File: config.mk
export PLATFORM = sky130hd
export DESIGN_NAME = fifo_deserializer_flat
export DESIGN_NICKNAME = d
export VERILOG_FILES = /design/src/rtl/fifo_deserializer_if.sv /design/src/rtl/fifo_deserializer.sv /design/src/flat_wrapper.sv
export SDC_FILE = /design/constraint.sdc
export NUM_CORES = 2
export LEC_CHECK = 0
export CELL_PAD_IN_SITES_DETAIL_PLACEMENT = 1
export CELL_PAD_IN_SITES_GLOBAL_PLACEMENT = 1
export CORE_AREA = 2 2 403 405
export DETAILED_ROUTE_END_ITERATION = 8
export DIE_AREA = 0 0 405 407
export HOLD_SLACK_MARGIN = 0.12
export PLACE_DENSITY_LB_ADDON = 0.1
export SLEW_MARGIN = 20
export SYNTH_ARGS = -nofsm -noshare
export SYNTH_HDL_FRONTEND = slang
export SYNTH_SLANG_ARGS = --single-unit
File: constraint.sdc
create_clock -name clk_i -period 2.1 [get_ports clk_i]
set_input_delay 0.42 -clock clk_i [delete_from_list [all_inputs] [get_ports clk_i]]
set_output_delay 0.42 -clock clk_i [all_outputs]
set_load 0.01 [all_outputs]
File: src/rtl/fifo_deserializer_if.sv
// Handshake bundle for fifo_deserializer: FWFT FIFO pop side plus the
// downstream valid/yumi vector side.
interface fifo_deserializer_if #(
   parameter int LAYER_HEIGHT = 64,
   parameter int WORD_SIZE    = 16
);
   logic [WORD_SIZE-1:0]                   data_i;
   logic                                   empty_i;
   logic                                   ren_o;
   logic [LAYER_HEIGHT-1:0][WORD_SIZE-1:0] data_o;
   logic                                   valid_o;
   logic                                   yumi_i;

   // master is the deserializer itself; slave is the surrounding FIFO/consumer
   modport master (
      input  data_i, empty_i, yumi_i,
      output ren_o, data_o, valid_o
   );

   modport slave (
      output data_i, empty_i, yumi_i,
      input  ren_o, data_o, valid_o
   );
endinterface

File: src/rtl/fifo_deserializer.sv
// Pops LAYER_HEIGHT words from a first-word-fall-through FIFO and presents them
// as one packed vector on a valid/yumi handshake; word k lands in slot k.
module fifo_deserializer #(
   parameter int LAYER_HEIGHT = 64,
   parameter int WORD_SIZE    = 16
) (
   input  logic                clk_i,
   input  logic                reset_i,
   fifo_deserializer_if.master bus
);
   localparam int              CW   = (LAYER_HEIGHT > 1) ? $clog2(LAYER_HEIGHT) : 1;
   localparam logic [CW-1:0]   LAST = CW'(LAYER_HEIGHT - 1);
   localparam logic [0:0]      FILL = 1'b0;
   localparam logic [0:0]      HOLD = 1'b1;

   logic [0:0]                             state_reg, state_next;
   logic [CW-1:0]                          count_reg, count_next;
   logic [LAYER_HEIGHT-1:0][WORD_SIZE-1:0] data_reg;
   logic                                   pop;

   // Gating with reset keeps the FIFO untouched while the block is being cleared.
   assign pop = (state_reg == FILL) && !bus.empty_i && !reset_i;

   always_comb begin
      state_next = state_reg;
      count_next = count_reg;
      case (state_reg)
         FILL: begin
            if (pop) begin
               if (count_reg == LAST) begin
                  count_next = '0;
                  state_next = HOLD;
               end else begin
                  count_next = count_reg + CW'(1);
               end
            end
         end
         HOLD: begin
            if (bus.yumi_i) begin
               state_next = FILL;
            end
         end
         default: state_next = FILL;
      endcase
   end

   always_ff @(posedge clk_i) begin
      if (reset_i) begin
         state_reg <= FILL;
         count_reg <= '0;
      end else begin
         state_reg <= state_next;
         count_reg <= count_next;
      end
   end

   // One write-enabled register per slot; only the slot under count captures.
   generate
      for (genvar gi = 0; gi < LAYER_HEIGHT; gi++) begin : g_slot
         always_ff @(posedge clk_i) begin
            if (reset_i) begin
               data_reg[gi] <= '0;
            end else if (pop && (count_reg == CW'(gi))) begin
               data_reg[gi] <= bus.data_i;
            end
         end
      end
   endgenerate

   assign bus.ren_o   = pop;
   assign bus.data_o  = data_reg;
   assign bus.valid_o = (state_reg == HOLD);

endmodule

File: src/flat_wrapper.sv
// flat-port wrapper written by rule: the top's interface ports become plain ports
module fifo_deserializer_flat 
#(
   parameter int LAYER_HEIGHT = 64,
   parameter int WORD_SIZE    = 16
)
  (clk_i, reset_i, bus_data_i, bus_empty_i, bus_yumi_i, bus_ren_o, bus_data_o, bus_valid_o);
  fifo_deserializer_if #(.LAYER_HEIGHT(LAYER_HEIGHT), .WORD_SIZE(WORD_SIZE)) bus_i ();
  input  logic clk_i;
  input  logic reset_i;
  input wire logic [$bits(bus_i.data_i)-1:0] bus_data_i;
  input wire logic [$bits(bus_i.empty_i)-1:0] bus_empty_i;
  input wire logic [$bits(bus_i.yumi_i)-1:0] bus_yumi_i;
  output wire logic [$bits(bus_i.ren_o)-1:0] bus_ren_o;
  output wire logic [$bits(bus_i.data_o)-1:0] bus_data_o;
  output wire logic [$bits(bus_i.valid_o)-1:0] bus_valid_o;
  assign bus_i.data_i = bus_data_i;
  assign bus_i.empty_i = bus_empty_i;
  assign bus_i.yumi_i = bus_yumi_i;
  assign bus_ren_o = bus_i.ren_o;
  assign bus_data_o = bus_i.data_o;
  assign bus_valid_o = bus_i.valid_o;
  fifo_deserializer #(.LAYER_HEIGHT(LAYER_HEIGHT), .WORD_SIZE(WORD_SIZE)) u_core (.clk_i(clk_i), .reset_i(reset_i), .bus(bus_i));
endmodule
* After elaboration in Yosys (flattened, before gate mapping) *
Cells that the tools add are included.

cells by class
  add/sub/neg operators = 1
  equal/unequal tests = 63
  bitwise operators = 1
  reductions and logical operators = 70
  multiplexer cells = 5

operators by type and width
  operator             count
  $eq 6x6->1 const B   32
  $eq 6x5->1 const B   16
  $logic_and 1x1->1    66
  $eq 6x4->1 const B   8
  $eq 6x3->1 const B   4
  $eq 6x2->1 const B   2
  $add 6x1->6 const B  1
  $eq 6x1->1 const B   1
  $logic_not 6->1      1
  $mux 6               1
  $mux 1               3
  $logic_not 1->1      2
  $pmux 1 s2           1
  $reduce_and 2->1     1
  $not 1->1            1

word-level totals
  output and inout port bits = 1026
  flip-flop bits (word level) = 1031
  logic and storage cells = 206
  input bits = 20

* Longest topological paths before layout *
  word-level depth = 5
  depth in mapped cells = 7
  gate-level depth less buffers = 5

* Least setup slack after synthesis *
Ideal clock, no wire load.

  path type = reg-to-reg
  start = register u_core.count_reg[0]
  end = register u_core.data_reg (netlist bit u_core.bus.data_o[133])
  setup slack = 0.225 ns
  cell stages (with the launch flop) = 8
  data required time = 1.984 ns
  data arrival time = 1.758 ns
  buffers on the path = 2
  library setup time = 0.116 ns
  period minus slack after synthesis = 1.875 ns
  path through = dfxtp_1 > inv_1 > ha_1 > and3b_1 > clkbuf_1 > nand3_1 > clkbuf_1 > a31o_2

between the ends
  cells in the longest elaborated chain, start to end = 2

RTL lines
  item                           line                     RTL
  start, declared                fifo_deserializer.sv:17  logic [CW-1:0] count_reg, count_next;
  start signal, assigned         fifo_deserializer.sv:53  count_reg <= count_next;
  $eq 6x4->1                     fifo_deserializer.sv:63  end else if (pop && (count_reg == CW'(gi))) begin
  $logic_and 1x1->1              fifo_deserializer.sv:63
  end signal, assigned by index  fifo_deserializer.sv:64  data_reg[gi] <= bus.data_i;
  end, declared                  fifo_deserializer.sv:18  logic [LAYER_HEIGHT-1:0][WORD_SIZE-1:0] data_reg;

No other way between the ends.
A chain may end at the register's enable or synchronous reset.

* Worst setup path in the final report *
  start = register u_core.state_reg (netlist: u_core.bus.valid_o)
  end = output port bus_ren_o

between the ends
  cells in the longest elaborated chain, start to end = 3

RTL lines
  item                             line                     RTL
  start, declared                  fifo_deserializer.sv:16  logic [0:0] state_reg, state_next;
  start signal, assigned           fifo_deserializer.sv:52  state_reg <= state_next;
  $not 1->1 (no source line)       n/a
  $logic_and 1x1->1 (2 in series)  fifo_deserializer.sv:22  assign pop = (state_reg == FILL) && !bus.empty_i && !reset_i;
  end, declared                    flat_wrapper.sv:14       output wire logic [$bits(bus_i.ren_o)-1:0] bus_ren_o;

No other way between the ends.

==> results <==
- The run finished, with violations left.
- The checks that failed: negative setup slack.
- The maximum buffer depth of the clock tree is 3.
- Setup violations remaining at the end of the flow were counted as 1.
- Final hold analysis gives a worst-case slack of approximately 0.32 ns.
- The initial antenna violation count is 7.
- Summed over all cells, the static leakage comes to a little under 30 nW.
- The area fraction in compound gates after synthesis is 0.119.
- Across the VDD grid, the largest voltage drop is roughly 0.74 mV.
- Summed over all layers, the routed wires come to ~210000 microns.
- The total of warnings raised by yosys is 0.
- The worst setup path is captured at a primary output.
- In this run the most critical hold path is launched from bus_yumi_i.
- At the placement stage, the worst setup path has a slack of -0.462 ns.
- The mapped netlist covers 39000 sq um.
- Counting every sink on the clock net gives 1031.
- Detailed routing inserted a total of about 34000 vias.
- Setup repair after global routing could not meet its margin everywhere.
- Entering global routing, the biggest net connects 90 pins.
- TritonCTS built the clock tree.
- The pre-antenna-repair detailed-routing pass consisted of 4 iterations.
- The count of flip-flops with a built-in enable after synthesis is 0.
- The congestion estimate from routability-driven global placement came to ~0.77.
- The width of the die is approximately 410 microns.
- The number of nets in the finished design is ~4800.
- Of the synthesized area, sequential elements account for 0.529.
- The data required time of the critical path is roughly 1.7 ns.
- The smallest clock period supported by the final layout is computed as between 2 and 2.5 ns.
- The number of levels the H-tree was split into is 3.
- Derived from the worst setup path, the maximum achievable clock frequency is about 450 MHz.
- The routed length per placed instance is about 30 microns.
- Relative to the synthesized area, the layout overhead comes to 48.1%.
- Of the total synthesized cell area, the portion taken by AND, OR, NAND and NOR gates is 0.160.
- The worst pin sits at a relative slew slack of 0.571.
- The number of rows in the core area is between 100 and 150.
- 1046 I/O pins were placed.
- In the finished design, the share of the clock period the worst path needs comes to 1.05.
- STA puts the critical path data arrival time at approximately 1.8 ns.
- Dividing the synthesized area by the synthesized cell count gives 10.5 sq um.
- The total overflow left after global routing is 0.
- The worst hold path belongs to the class primary input to register.
- Power spread over the standard cell area amounts to between 700 and 800 nW/um^2.
- The remaining antenna violation count is 0.
- The TritonCTS buffer count is approximately 120.
- The initial core utilization is 0.244.
- The number of flip-flops under the largest register name is approximately 1000.
- Across every metal layer, demand over resource in global routing totals 0.241.
- The measured slew at the worst slew-check pin is about 0.64 ns.
- The via count of the first global-routing pass is about 35000.
- The count of unresolved DRC violations after routing is 0.
- The filler cells instantiated in the layout total 17700.
- For this block, the initial DRC count from the detailed router was 1784.
- The portion of synthesized area spent on multiplexers is 0.133.
- The estimated wirelength of the detail-placed design is 145000 microns.
- The area of the core is 160000 sq um.
- The netlist uses 40 different library cells.
- The later pin in the worst-skew pair is clocked with a latency of 0.77 ns.
- The final worst clock skew is about 0.054 ns.
- The total negative slack is -0.108 ns.
- Synthesis produced a netlist with a net count of approximately 3700.
- The root buffer cell chosen for the clock tree is clkbuf_16.
- The dominant combinational cell family by area after synthesis is simple AND/OR/NAND/NOR gates.
- The worst register-to-register path begins at u_core.bus.valid_o$_SDFF_PP0_.
- The final hold violation count was 0.
- The count of pins over their slew limit is 0.
- After technology mapping, the gate count stands at around 3700.
- In the routed layout, each cell is associated on average with a via count of between 4 and 5.
- Buffers placed on the I/O ports in this run total 1045.
- The global-route wire length before repair is 284000 microns.
- The critical path starts at u_core.bus.valid_o$_SDFF_PP0_.
- Of all nets on the critical path, the largest fanout is 2.
- The synthesized design contains roughly 1000 register bits.
- Of the total synthesized cell area, the portion taken by full adders, half adders and majority gates is 0.00128.
- The critical path class is register to primary output.
- The die covers around 160000 sq um.
- Max-cap violations in this run came to 0.
- The floorplan step set the die height to 407 microns.
- For this run, asynchronously set or reset flops after synthesis account for 0.
- STA classifies the critical path startpoint as a register.
- The XOR/XNOR share of the synthesized area is 0.000224.
- For this run, the leading register cell type out of synthesis is dfxtp_1.
- The CTS clock-pin slew for the worst setup and hold paths is roughly 0.05 ns.
- The share of layout cells above drive strength 1 is 0.227.
- Setup slack on the critical path of the routed design comes to -0.108 ns.
- At the end of the flow the core is filled with cells to 0.361.
## cells in the mapped netlist (2+ instances only)
cell / instances / area, sq um
dfxtp_1: 1031 / 20600
nand2_1: 520 / 1950
mux2i_1: 517 / 5170
nor4_1: 491 / 3070
a31o_2: 476 / 4170
clkbuf_1: 288 / 1080
buf_2: 106 / 531
buf_1: 47 / 176
buf_6: 28 / 315
nand3_4: 28 / 490
nand3_1: 22 / 110
nand2b_1: 19 / 119
buf_4: 18 / 135
nand3_2: 18 / 180
o311ai_0: 16 / 140
o41ai_1: 16 / 140
a31o_1: 15 / 131
and3b_1: 8 / 70.1
nand3b_1: 8 / 60.1
a21oi_1: 4 / 20.0
and3_1: 4 / 25.0
ha_1: 4 / 50.1
nor3b_4: 4 / 75.1
or3_1: 4 / 25.0
inv_1: 3 / 11.3
o21ai_0: 3 / 15.0
buf_8: 2 / 30.0
nor2b_1: 2 / 12.5
nor3_1: 2 / 10.0
## power breakdown
part / internal [W] / switching (W) / leakage [nW]
sequential: 0.0196 / 0.0000321 / 8.31
combinational: 0.000820 / 0.00196 / 18.8
clock: 0.0125 / 0.00903 / 1.96
total: 0.0329 / 0.0110 / 29.1
## cells in the final DEF (no fill, tap or decap), drive strengths merged, types with 19 or more instances in the layout
cell              n
mux2i           517
buf             341
dfxtp          1031
clkdlybuf4s50    36
nand2b           19
clkbuf          190
nand3            68
nand2           520
a31o            491
nor4            491
dlygate4sd2    1000
## worst max-delay path, stage by stage (launching register included)
cell and delay, ns:
dfxtp_2 0.32, or3_4 0.42, inv_12 0.08, buf_8 0.10, buf_12 0.11
## layout make-up
| cell class | instances | area (sq um) | share of cell area |
|---|---|---|---|
| inverters | 5 | 38.8 | 0.000671 |
| well taps | 2160 | 2700 | 0.0468 |
| clock inverters | 28 | 448 | 0.00775 |
| flip-flops and latches | 1031 | 20700 | 0.357 |
| multi-input cells | 2190 | 16300 | 0.283 |
| clock buffers | 190 | 3560 | 0.0617 |
| repair buffers | 1384 | 14000 | 0.243 |
| diodes | 1 | 2.50 | 0.0000433 |
## kinds of logic (layout without fill, tap and decap cells)
group / Yosys count / in the layout
AOI/OAI and AO/OA: 533 / 533
and+or+nand+nor: 1135 / 1135
muxes: 517 / 517
other: 0 / 1
adders and majority gates: 4 / 4
DFF: 1031 / 1031
xor gates and xnor gates: 1 / 1
buffers and inverters: 494 / 1607
## layer usage
| metal | vias up | global-route usage | wire, microns |
|---|---|---|---|
| met1 | 17500 | 0.295 | 87100 |
| met5 | - | 0 | 18 |
| li1 | 15700 | - | - |
| met4 | 2 | 0.0814 | 6790 |
| met2 | 1013 | 0.409 | 99400 |
| met3 | 240 | 0.0597 | 13200 |
## worst paths after layout
check | end | slack (ns) | depth (start not counted)
hold / removal | u_core.bus.valid_o$_SDFF_PP0_ | 0.32 | 3
setup / recovery | bus_ren_o | -0.11 | 4
hold reg to reg | u_core.bus.data_o[6]$_SDFFE_PP0P_ | 0.45 | 2
setup reg to reg | u_core.bus.data_o[152]$_SDFFE_PP0P_ | 0.04 | 7
## metrics by stage
step	power (W)	std cells	area, sq um
after floorplan	0.0213	3715	39000
after global placement	0.0229	6764	54900
after detailed placement	0.0229	6764	54900
after CTS	0.0446	6985	57700
after global routing	0.0454	6989	57800
final	0.0439	6989	57800
## repair_timing
item	4_1_cts	5_1_grt
pin swaps	1	1
hold buffers	0	0
setup buffers	4	3
resized for setup	1018	20
setup endpoints to repair	1021	132
hold endpoints to repair	0	0
Power figures use the tool's default switching activity.
